==> src/rtl/matrix_pkg.sv <==
// Shared types and width helpers for the matrix bank.
package matrix_pkg;

    // Controller states: normal operation, or zeroing one layer row by row.
    typedef enum logic [0:0] {
        IDLE  = 1'b0,
        CLEAR = 1'b1
    } state_t;

    // Index width for a range of n entries, never narrower than one bit.
    function automatic int clog2_min1(input int n);
        return (n <= 2) ? 1 : $clog2(n);
    endfunction

endpackage

==> src/rtl/matrix_bank_if.sv <==
// Request/response bundle for the matrix bank: write port, read port, clear port.
interface matrix_bank_if
    import matrix_pkg::*;
#(
    parameter int SIZE      = 3,
    parameter int DATA_SIZE = 16,
    parameter int MAX_LAYER = 5
);
    localparam int IDX_W   = clog2_min1(SIZE);
    localparam int LAYER_W = clog2_min1(MAX_LAYER);
    localparam int ROW_W   = SIZE * DATA_SIZE;

    logic               write_valid;
    logic               write_ready;
    logic [LAYER_W-1:0] write_layer_index;
    logic [IDX_W-1:0]   write_row_index;
    logic [ROW_W-1:0]   write_data;

    logic               read_valid_in;
    logic               read_ready;
    logic [LAYER_W-1:0] read_layer_index;
    logic [IDX_W-1:0]   read_index;
    logic               read_column;
    logic [ROW_W-1:0]   read_data;
    logic               read_valid;

    logic               clear_req;
    logic [LAYER_W-1:0] clear_layer_index;
    logic               busy;
    logic               index_error;

    modport master (
        output write_valid, write_layer_index, write_row_index, write_data,
        output read_valid_in, read_layer_index, read_index, read_column,
        output clear_req, clear_layer_index,
        input  write_ready, read_ready, read_data, read_valid, busy, index_error
    );

    modport slave (
        input  write_valid, write_layer_index, write_row_index, write_data,
        input  read_valid_in, read_layer_index, read_index, read_column,
        input  clear_req, clear_layer_index,
        output write_ready, read_ready, read_data, read_valid, busy, index_error
    );

endinterface

==> src/rtl/matrix_row_mux.sv <==
// Selects one row, or gathers one column, out of a single stored layer.
module matrix_row_mux
    import matrix_pkg::*;
#(
    parameter int SIZE      = 3,
    parameter int DATA_SIZE = 16,
    parameter int IDX_W     = clog2_min1(SIZE)
) (
    input  logic [SIZE-1:0][SIZE*DATA_SIZE-1:0] rows_i,
    input  logic [IDX_W-1:0]                    index_i,
    input  logic                                column_i,
    output logic [SIZE*DATA_SIZE-1:0]           data_o
);

    // Element k of the result comes from row k at the requested column; element 0 sits at the MSB.
    always_comb begin
        data_o = '0;
        if (!column_i) begin
            data_o = rows_i[index_i];
        end else begin
            for (int k = 0; k < SIZE; k++) begin
                data_o[(SIZE-k)*DATA_SIZE-1 -: DATA_SIZE] =
                    rows_i[k][(SIZE-int'(index_i))*DATA_SIZE-1 -: DATA_SIZE];
            end
        end
    end

endmodule

==> src/rtl/matrix_bank.sv <==
// Bank of MAX_LAYER square matrices with row writes, row/column reads and per-layer clear.
module matrix_bank
    import matrix_pkg::*;
#(
    parameter int SIZE      = 3,
    parameter int DATA_SIZE = 16,
    parameter int MAX_LAYER = 5
) (
    input  logic          clk,
    input  logic          rst,
    matrix_bank_if.slave  bus
);
    localparam int IDX_W   = clog2_min1(SIZE);
    localparam int LAYER_W = clog2_min1(MAX_LAYER);
    localparam int ROW_W   = SIZE * DATA_SIZE;
    localparam logic [IDX_W-1:0] LAST_ROW = IDX_W'(SIZE - 1);

    state_t             state_q, state_d;
    logic [IDX_W-1:0]   clr_row_q, clr_row_d;
    logic [LAYER_W-1:0] clr_layer_q, clr_layer_d;
    logic               rd_valid_q, rd_valid_d;
    logic [ROW_W-1:0]   rd_data_q, rd_data_d;
    logic               idx_err_q, idx_err_d;

    // Storage is deliberately left without reset; contents are defined only once written or cleared.
    logic [SIZE-1:0][ROW_W-1:0] mem_q [MAX_LAYER];

    logic               in_idle;
    logic               clear_fire, clear_ok;
    logic               write_fire, write_ok;
    logic               read_fire, read_ok;
    logic               rd_layer_ok, rd_index_ok;
    logic [LAYER_W-1:0] rd_layer_safe;
    logic [IDX_W-1:0]   rd_index_safe;
    logic [ROW_W-1:0]   mux_data;

    assign in_idle    = (state_q == IDLE);
    assign clear_fire = in_idle && bus.clear_req;
    assign clear_ok   = int'(bus.clear_layer_index) < MAX_LAYER;
    // A pending clear always takes priority over a write in the same cycle.
    assign write_fire = bus.write_valid && in_idle && !bus.clear_req;
    assign write_ok   = (int'(bus.write_layer_index) < MAX_LAYER) &&
                        (int'(bus.write_row_index) < SIZE);
    assign read_fire  = bus.read_valid_in && in_idle;
    assign rd_layer_ok = int'(bus.read_layer_index) < MAX_LAYER;
    assign rd_index_ok = int'(bus.read_index) < SIZE;
    assign read_ok    = rd_layer_ok && rd_index_ok;

    // Out-of-range requests are steered to entry 0 so the mux never indexes past the array.
    assign rd_layer_safe = rd_layer_ok ? bus.read_layer_index : '0;
    assign rd_index_safe = rd_index_ok ? bus.read_index : '0;

    matrix_row_mux #(
        .SIZE      (SIZE),
        .DATA_SIZE (DATA_SIZE),
        .IDX_W     (IDX_W)
    ) u_row_mux (
        .rows_i   (mem_q[rd_layer_safe]),
        .index_i  (rd_index_safe),
        .column_i (bus.read_column),
        .data_o   (mux_data)
    );

    // FSM state register.
    always_ff @(posedge clk or posedge rst) begin
        if (rst) state_q <= IDLE;
        else     state_q <= state_d;
    end

    // FSM next state: enter CLEAR on a valid clear, leave after the last row is zeroed.
    always_comb begin
        state_d = state_q;
        case (state_q)
            IDLE:    if (clear_fire && clear_ok) state_d = CLEAR;
            CLEAR:   if (clr_row_q == LAST_ROW) state_d = IDLE;
            default: state_d = IDLE;
        endcase
    end

    // FSM outputs: handshakes and busy flag.
    always_comb begin
        bus.busy        = (state_q == CLEAR);
        bus.read_ready  = in_idle;
        bus.write_ready = in_idle && !bus.clear_req;
    end

    // Clear sequencer next state: latch the target layer, then walk rows 0..SIZE-1.
    always_comb begin
        clr_row_d   = clr_row_q;
        clr_layer_d = clr_layer_q;
        if (clear_fire && clear_ok) begin
            clr_row_d   = '0;
            clr_layer_d = bus.clear_layer_index;
        end else if (state_q == CLEAR) begin
            clr_row_d = clr_row_q + 1'b1;
        end
    end

    // Clear sequencer registers; a reset abandons any clear in progress.
    always_ff @(posedge clk or posedge rst) begin
        if (rst) begin
            clr_row_q   <= '0;
            clr_layer_q <= '0;
        end else begin
            clr_row_q   <= clr_row_d;
            clr_layer_q <= clr_layer_d;
        end
    end

    // Read response and error pulse next state; read_data holds between reads.
    always_comb begin
        rd_valid_d = read_fire;
        rd_data_d  = rd_data_q;
        if (read_fire) rd_data_d = read_ok ? mux_data : '0;
        idx_err_d  = (read_fire && !read_ok) || (write_fire && !write_ok) ||
                     (clear_fire && !clear_ok);
    end

    // Read response and error registers.
    always_ff @(posedge clk or posedge rst) begin
        if (rst) begin
            rd_valid_q <= 1'b0;
            rd_data_q  <= '0;
            idx_err_q  <= 1'b0;
        end else begin
            rd_valid_q <= rd_valid_d;
            rd_data_q  <= rd_data_d;
            idx_err_q  <= idx_err_d;
        end
    end

    // Storage update: clear row or accepted write; the read path samples the old contents.
    always_ff @(posedge clk) begin
        if (!rst) begin
            if (state_q == CLEAR) begin
                mem_q[clr_layer_q][clr_row_q] <= '0;
            end else if (write_fire && write_ok) begin
                mem_q[bus.write_layer_index][bus.write_row_index] <= bus.write_data;
            end
        end
    end

    assign bus.read_data   = rd_data_q;
    assign bus.read_valid  = rd_valid_q;
    assign bus.index_error = idx_err_q;

endmodule
==> src/flat_wrapper.sv <==
// flat-port wrapper written by rule: the top's interface ports become plain ports
module matrix_bank_flat import matrix_pkg::*;
#(
    parameter int SIZE      = 3,
    parameter int DATA_SIZE = 16,
    parameter int MAX_LAYER = 5
)
  (clk, rst, bus_write_valid, bus_write_layer_index, bus_write_row_index, bus_write_data, bus_read_valid_in, bus_read_layer_index, bus_read_index, bus_read_column, bus_clear_req, bus_clear_layer_index, bus_write_ready, bus_read_ready, bus_read_data, bus_read_valid, bus_busy, bus_index_error);
  matrix_bank_if #(.SIZE(SIZE), .DATA_SIZE(DATA_SIZE), .MAX_LAYER(MAX_LAYER)) bus_i ();
  input  logic clk;
  input  logic rst;
  input wire logic [$bits(bus_i.write_valid)-1:0] bus_write_valid;
  input wire logic [$bits(bus_i.write_layer_index)-1:0] bus_write_layer_index;
  input wire logic [$bits(bus_i.write_row_index)-1:0] bus_write_row_index;
  input wire logic [$bits(bus_i.write_data)-1:0] bus_write_data;
  input wire logic [$bits(bus_i.read_valid_in)-1:0] bus_read_valid_in;
  input wire logic [$bits(bus_i.read_layer_index)-1:0] bus_read_layer_index;
  input wire logic [$bits(bus_i.read_index)-1:0] bus_read_index;
  input wire logic [$bits(bus_i.read_column)-1:0] bus_read_column;
  input wire logic [$bits(bus_i.clear_req)-1:0] bus_clear_req;
  input wire logic [$bits(bus_i.clear_layer_index)-1:0] bus_clear_layer_index;
  output wire logic [$bits(bus_i.write_ready)-1:0] bus_write_ready;
  output wire logic [$bits(bus_i.read_ready)-1:0] bus_read_ready;
  output wire logic [$bits(bus_i.read_data)-1:0] bus_read_data;
  output wire logic [$bits(bus_i.read_valid)-1:0] bus_read_valid;
  output wire logic [$bits(bus_i.busy)-1:0] bus_busy;
  output wire logic [$bits(bus_i.index_error)-1:0] bus_index_error;
  assign bus_i.write_valid = bus_write_valid;
  assign bus_i.write_layer_index = bus_write_layer_index;
  assign bus_i.write_row_index = bus_write_row_index;
  assign bus_i.write_data = bus_write_data;
  assign bus_i.read_valid_in = bus_read_valid_in;
  assign bus_i.read_layer_index = bus_read_layer_index;
  assign bus_i.read_index = bus_read_index;
  assign bus_i.read_column = bus_read_column;
  assign bus_i.clear_req = bus_clear_req;
  assign bus_i.clear_layer_index = bus_clear_layer_index;
  assign bus_write_ready = bus_i.write_ready;
  assign bus_read_ready = bus_i.read_ready;
  assign bus_read_data = bus_i.read_data;
  assign bus_read_valid = bus_i.read_valid;
  assign bus_busy = bus_i.busy;
  assign bus_index_error = bus_i.index_error;
  matrix_bank #(.SIZE(SIZE), .DATA_SIZE(DATA_SIZE), .MAX_LAYER(MAX_LAYER)) u_core (.clk(clk), .rst(rst), .bus(bus_i));
endmodule
==> config.mk <==
export PLATFORM = sky130hd
export DESIGN_NAME = matrix_bank_flat
export DESIGN_NICKNAME = d
export VERILOG_FILES = /design/src/rtl/matrix_pkg.sv /design/src/rtl/matrix_bank_if.sv /design/src/rtl/matrix_row_mux.sv /design/src/rtl/matrix_bank.sv /design/src/flat_wrapper.sv
export SDC_FILE = /design/constraint.sdc
export NUM_CORES = 1
export LEC_CHECK = 0
export ABC_AREA = 1
export BUFFER_PORTS_ARGS = -buffer_cell sky130_fd_sc_hd__buf_2
export CORE_AREA = 2 2 440 224
export DETAILED_ROUTE_END_ITERATION = 7
export DIE_AREA = 0 0 442 226
export GPL_TIMING_DRIVEN = 0
export SETUP_SLACK_MARGIN = 0.2
export SLEW_MARGIN = 30
export SYNTH_ARGS = -nofsm -noshare
export SYNTH_HDL_FRONTEND = slang
export SYNTH_SLANG_ARGS = --single-unit
==> constraint.sdc <==
create_clock -name clk -period 4.65 [get_ports clk]
set_clock_uncertainty 0.05 [all_clocks]
set_input_delay 0.465 -clock clk [delete_from_list [all_inputs] [get_ports clk]]
set_output_delay 0.465 -clock clk [all_outputs]
set_load 0.03 [all_outputs]
==> flow_metrics.py, run 1 <==
metrics = {
    "pwr": {
        "power_density_mw_per_mm2": 451,
        "leakagePower_nw": 15.1,
        "combinationalPowerShare_pct": 18.6,
        "internal_power_mw": 12.3,
        "power.total_mw": 17.8,
        "clockPowerShare_pct": 34.5,
        "p_seq_share_pct": 47.0,
        "vdd.ir_drop.worst_uv": 234,
        "switching_share_pct": 30.7,
        "power.switching_mw": 5.46,
    },
    "cts": {
        "htree_levels": 3,
        "path_clk_slew_ns": 0.06,
        "ctsRootBufferMaster": "clkbuf_16",
        "tritoncts": "yes",
        "post_cts_buffers": 0,
        "clock_latency_ns": 0.68,
        "ctsResizeCount": 0,
        "cts_sinks": 776,
        "cts_buffer_depth": 3,
        "cts_buffers": 72,
    },
    "timing": {
        "tightest_slew_ns": 1.15,
        "hold_viol": 0,
        "max_freq_mhz": 251,
        "slew_viol_final": 0,
        "relSlewSlack_pct": 23.6,
        "timing.final.crit_period_ns": 3.98,
        "fin_setup_tns_ns": 0,
        "setup_viol": 0,
        "rsz0062_at_grt": "false",
        "fin_crit_sh_pct": 85.6,
    },
    "routing": {
        "drtIter0Drc": 4678,
        "vias": 26456,
        "ant_nets": 0,
        "drt-pass1-iter-count": 6,
        "vias_per_cell": 5.69,
        "finalWirelength_um": 138000,
        "drc": 0,
        "wl_per_cell_um": 29.7,
    },
    "synthesis": {
        "synth_area_mm2": 0.0333,
        "avgSynthCellArea_um2": 10.9,
        "synth_area_leaders": "edfxtp_1, nand3_1, nand2_1",
        "yosysSeqAreaShare_pct": 69.2,
        "synth_edf_count": 720,
        "synth_fp_nets": 3128,
        "synth_top_area_share_pct": 64.9,
        "ys_seq_elements": 776,
        "yosysTopAreaCell": "edfxtp_1",
        "synthArstFlopShare_pct": 7.22,
        "synth_cell_types": 27,
        "synth_ff_type": "edfxtp_1",
        "postSynthCellCount": 3058,
        "yosysWarnings": 0,
    },
    "global_routing": {
        "grt_overflow": 0,
        "grt_max_degree": 37,
        "grt_first_pass_wirelength_um": 188000,
        "grt_antenna_before_repair": 5,
        "grt_pass1_vias": 23393,
        "grt_usage_pct": 27.3,
    },
    "placed_design": {
        "gp_congestion": 1.05,
        "portBuffers": 118,
        "dp_hpwl_um": 105000,
    },
    "setup_path": {
        "critPathMaxFanout": 20,
        "cp-start-kind": "flip-flop",
        "crit_family": "simple AND/OR/NAND/NOR gates",
        "cp_slowest_cell": "nand2_1",
        "worstPathArrival_ns": 4.29,
        "endpoint_kind": "flip-flop",
        "crit_path_frequent_cell": "nand2_1",
        "cp_slowest_stage_delay_ns": 0.66,
        "cp_cell_sequence": "clkbuf_1, nor2_1, nand2_1, nor2_1, nand2_1, inv_1, nand2_1, o21ai_0, nor2_1, nand2_1, nor2_4, buf_8, buf_16, buf_16",
        "cp_data_required_time_ns": 4.96,
        "critPathBufInv": 5,
        "worst-setup-path-type": "reg2reg",
    },
    "layout": {
        "finalNetCount": 3377,
        "final_layout_size_suffix_gt1_share_pct": 14.4,
        "area_growth_pct": 18.4,
    },
    "floorplanning": {
        "io_pins": 120,
        "die_y_um": 226,
        "die-area_mm2": 0.0999,
        "coreArea_mm2": 0.0964,
        "row_count": 81,
        "die_w_um": 442,
        "start_util_pct": 34.5,
    },
    "outcome": {
        "status": "completed",
    },
    "hold_path": {
        "min_path_type": "in2reg",
    },
    "job": {
        "max_cap_violations": 0,
    },
}
[metrics by stage]
| step | std cells | hold slack, ns | utilization (%) | area (um2) | setup slack [ns] |
|---|---|---|---|---|---|
| 3_3_place_gp | 4462 | 0.411 | 36.8 | 35500 | -3.56 |
| 3_5_place_dp | 4518 | 0.412 | 38.5 | 37100 | 0.779 |
| 6_report | 4652 | 0.0479 | 40.9 | 39400 | 0.670 |
| 5_1_grt | 4648 | 0.0551 | 40.9 | 39400 | 0.520 |
| 4_1_cts | 4648 | 0.0291 | 40.9 | 39400 | 0.795 |
| 2_1_floorplan | 3058 | 0.403 | - | 33300 | -0.0329 |
[metal layers]
| metal | track usage, % | up-vias | share of wire, % | wire, um |
|---|---|---|---|---|
| li1 | - | 11313 | - | - |
| met1 | 43.2 | 13155 | 46 | 63200 |
| met2 | 31.6 | 1853 | 35 | 48100 |
| met3 | 14.0 | 135 | 18 | 24700 |
| met4 | 5.27 | 0 | 1.6 | 2200 |
| met5 | 0 | - | 0 | 0 |
[worst paths after layout]
kind | start | to | slack [ns] | cells past startpoint
max | u_core.bus.busy | u_core.mem_q[2][121] | 0.67 | 14
min | bus_clear_layer_index[1] | u_core.clr_layer_q[1] | 0.05 | 3
max reg2reg | u_core.bus.busy | u_core.mem_q[2][121] | 0.67 | 14
min reg2reg | u_core.bus.read_data[15] | u_core.bus.read_data[15] | 0.42 | 2
max in group asynchronous | rst | u_core.bus.read_data[18] | 3.60 | 4
min in group asynchronous | rst | u_core.bus.read_data[39] | 0.35 | 3
[placed cells by master, fill, tap and decap left out, types with 3 or more instances in the layout]
cell type and n:
a21oi_1 19, a31oi_1 30, buf_1 32, buf_12 3, buf_16 40, buf_2 189
buf_4 7, buf_6 10, buf_8 3, bufinv_16 5, clkbuf_1 119, clkbuf_16 76
clkbuf_2 4, clkbuf_8 4, clkinv_1 10, clkinv_2 13, dfrtp_1 56, diode_2 4
edfxtp_1 720, ha_1 3, inv_1 115, inv_2 5, nand2_1 844, nand2_2 3
nand3_1 796, nand3b_1 5, nand4_1 105, nor2_1 8, nor2_2 47, nor2_4 18
o211ai_1 3, o21ai_0 8, or2_2 50
[power by group through the flow]
stage,Clock (mW),Combinational [mW],Sequential [mW]
6_report,6.12,3.30,8.34
5_1_grt,6.39,3.47,8.39
4_1_cts,6.10,3.22,8.34
3_5_place_dp,0,3.21,8.49
3_3_place_gp,0,2.93,8.54
2_1_floorplan,0,1.29,8.89
[worst min-delay path: cells and delay by family]
family | cells | cell delay (ns)
AOI/OAI and AO/OA | 1 | 0.09
buffers and inverters | 2 | 0.14
[logic make-up after synthesis]
| kind of cell | after synthesis | synth area share (%) |
|---|---|---|
| compound gates | 65 | 1.14 |
| fa+ha+maj | 3 | 0.113 |
| buf+inv | 336 | 4.13 |
| flops | 776 | 69.2 |
| mux | 1 | 0.0301 |
| simple gates | 1877 | 25.4 |
[area by class of cell]
class	instances	area, um2
multi-input combinational	1946	9150
clock buffer	98	2020
inverter	121	457
clock inverter	31	289
antenna	4	10.0
sequential	776	23000
fill	9226	57000
tap	1286	1610
timing repair buffer	175	1920
buffer	215	927
[cells in the mapped netlist (all sizes together) (10+ instances only)]
cell type,n
edfxtp,720
a21oi,19
o21ai,10
a31oi,30
dfrtp,56
or2,50
clkbuf,105
nand4,105
buf,110
nand2,847
inv,121
nand3,797
nor2,73
[repair_timing]
item / CTS / global route
hold endpoints to repair: 32 / 0
hold buffers: 1 / 0
setup endpoints to repair: 0 / 0
[flip-flops by register name (all words and copies together), names as in the netlist]
signal                  count
u_core.bus.read_valid       1
u_core.bus.read_data       48
u_core.clr_row_q            2
u_core.bus.busy             1
u_core.bus.index_error      1
u_core.mem_q              720
u_core.clr_layer_q          3
Note: power is estimated with default switching activity, not from simulation.
==> run 2: changes to the inputs <==
--- a/config.mk
+++ b/config.mk
@@ -11,6 +11,7 @@
 export DETAILED_ROUTE_END_ITERATION = 7
 export DIE_AREA = 0 0 442 226
 export GPL_TIMING_DRIVEN = 0
+export RECOVER_POWER = 50
 export SETUP_SLACK_MARGIN = 0.2
 export SLEW_MARGIN = 30
 export SYNTH_ARGS = -nofsm -noshare
==> run 2 against run 1 <==
- the flow now finishes with violations (max-capacitance violations, max-slew violations)
- non-clock buffer count unchanged
- first-iteration DRC count increased by 0.77%
- clock power barely moved
- critical path depth is 2 lower
- power shrank 0.61%
- routed wire length about the same
- critical endpoint is now u_core.bus.read_data[10]
- highest routed layer unchanged
==> flow_metrics.py, run 2 (synthesized netlist as in run 1, its figures left out) <==
metrics = {
    "pwr": {
        "leakagePower_nw": 14.9,
        "combinationalPowerShare_pct": 18.2,
        "power_density_mw_per_mm2": 451,
        "internal_power_mw": 12.2,
        "power.switching_mw": 5.42,
        "p_seq_share_pct": 47.3,
        "vdd.ir_drop.worst_uv": 234,
        "switching_share_pct": 30.7,
        "clockPowerShare_pct": 34.5,
    },
    "timing": {
        "hold_slack_ns": 0.0453,
        "setup_ws_ns": 0.293,
        "max_freq_mhz": 229,
        "fin_setup_tns_ns": 0,
        "timing.final.crit_period_ns": 4.36,
        "relSlewSlack_pct": -10.2,
        "fin_crit_sh_pct": 93.7,
        "rsz0062_at_grt": "false",
        "setup_viol": 0,
        "slew_viol_final": 49,
        "hold_viol": 0,
        "tightest_slew_ns": 1.65,
    },
    "global_routing": {
        "grt_antenna_before_repair": 6,
        "grt_overflow": 0,
        "grt_pass1_vias": 23393,
        "grt_first_pass_wirelength_um": 188000,
        "grt_max_degree": 37,
        "grt_usage_pct": 27.3,
    },
    "layout": {
        "largest_reg_flops": 720,
        "final_cell_mix": "nand2_1, nand3_1, edfxtp_1",
        "area_growth_pct": 17.5,
        "final_util_pct": 40.6,
        "finalNetCount": 3377,
        "fillers": 9305,
        "layout_commonest_cell": "nand2_1",
        "layoutNonFillerInstCount": 4651,
        "multiInputGateArea_mm2": 0.00901,
        "final_layout_size_suffix_gt1_share_pct": 11.2,
        "seq_area_mm2": 0.0230,
        "largest-register": "u_core.mem_q",
    },
    "setup_path": {
        "cp_data_required_time_ns": 5.19,
        "worst-setup-path-type": "in2reg",
        "cp_slowest_cell": "inv_1",
        "crit_path_frequent_cell": "nand2_1",
        "cp_slowest_stage_delay_ns": 0.91,
        "cp_cell_sequence": "clkbuf_1, clkinv_1, nand2_1, nand3_1, inv_1, clkbuf_1, nand2_1, nand3_1, nand3_1, a31oi_1, nand2_1, nand2_1",
        "endpoint_kind": "flip-flop",
        "r2r_setup_slack_ns": 0.43,
        "critPathMaxFanout": 10,
        "worstPathArrival_ns": 4.90,
        "cp-start-kind": "primary input",
    },
    "routing": {
        "wl_per_cell_um": 29.7,
        "route.met3.wl_um": 24300,
        "met2WireLength_um": 47800,
        "finalWirelength_um": 138000,
        "maxUsedRoutingLayer": "met4",
        "vias": 26318,
        "drt-pass1-iter-count": 6,
        "wl_met1_um": 63600,
        "drtIter0Drc": 4714,
        "vias_per_cell": 5.66,
        "drc": 0,
        "ant_nets": 0,
    },
    "floorplanning": {
        "die_y_um": 226,
        "die_w_um": 442,
        "row_count": 81,
        "io_pins": 120,
        "coreArea_mm2": 0.0964,
        "die-area_mm2": 0.0999,
        "start_util_pct": 34.5,
    },
    "hold_path": {
        "min_path_type": "in2reg",
    },
    "cts": {
        "ctsResizeCount": 0,
        "post_cts_buffers": 0,
        "path_clk_slew_ns": 0.06,
        "cts_sinks": 776,
        "cts_buffer_depth": 3,
        "ctsHoldBuffers": 1,
        "ctsRootBufferMaster": "clkbuf_16",
        "clock_latency_ns": 0.68,
        "htree_levels": 3,
        "tritoncts": "yes",
        "cts_buffers": 72,
    },
    "outcome": {
        "status": "finished, violations left",
        "violations": "max-capacitance violations, max-slew violations",
    },
    "placed_design": {
        "pre_cts_ws_ns": 0.779,
        "gp_congestion": 1.05,
        "portBuffers": 118,
        "dp.cells": 4518,
        "dp_hpwl_um": 105000,
    },
    "job": {
        "max_cap_violations": 6,
    },
}
run 2: cell types whose count changed in the layout (fill, tap and decap cells not counted), sizes merged:
cell    previous run  this run
buf              284       214
clkbuf           203       273
clkinv            24        25
diode              4         3
inv              123       122
run 2: per-stage QoR:
step	power [mW]	area, um2
floorplan	10.2	33300
global placement	11.5	35500
detailed placement	11.7	37100
CTS	17.7	39400
global route	18.2	39100
finish	17.7	39100
run 2: layout make-up:
type                       instances  share of cell area, %
antenna                            3                 0.0192
buffer                           215                   2.34
clock buffer                      98                   5.18
clock inverter                    31                  0.739
inverter                         121                   1.17
multi-input combinational       1946                   23.0
sequential                       776                   58.9
tap                             1286                   4.11
timing repair buffer             175                   4.54
run 2: final timing paths:
kind,from,end,cells past startpoint
min in group asynchronous,rst,u_core.bus.read_data[39],3
max in group asynchronous,rst,u_core.bus.read_data[18],4
hold reg to reg,u_core.bus.read_data[6],u_core.bus.read_data[6],2
setup reg to reg,u_core.bus.busy,u_core.mem_q[2][31],9
setup / recovery,bus_read_layer_index[1],u_core.bus.read_data[10],12
hold / removal,bus_clear_layer_index[1],u_core.clr_layer_q[1],3
run 2: critical path: cells and delay by family:
family          cells  cell delay [ns]
buf+inv             4             2.23
simple gates        7             1.67
compound gates      1             0.48
run 2: metal layers:
metal	GRT usage [%]	vias to the layer above
met4	5.27	0
met2	31.6	1763
met3	14.0	145
met1	43.2	13105
met5	0	-
li1	-	11305
run 2: power groups by stage:
stage | clock network, mW | registers, mW | logic (mW)
floorplan | 0 | 8.89 | 1.29
global placement | 0 | 8.54 | 2.93
detailed placement | 0 | 8.49 | 3.21
CTS | 6.10 | 8.34 | 3.22
global route | 6.39 | 8.40 | 3.38
finish | 6.10 | 8.35 | 3.21
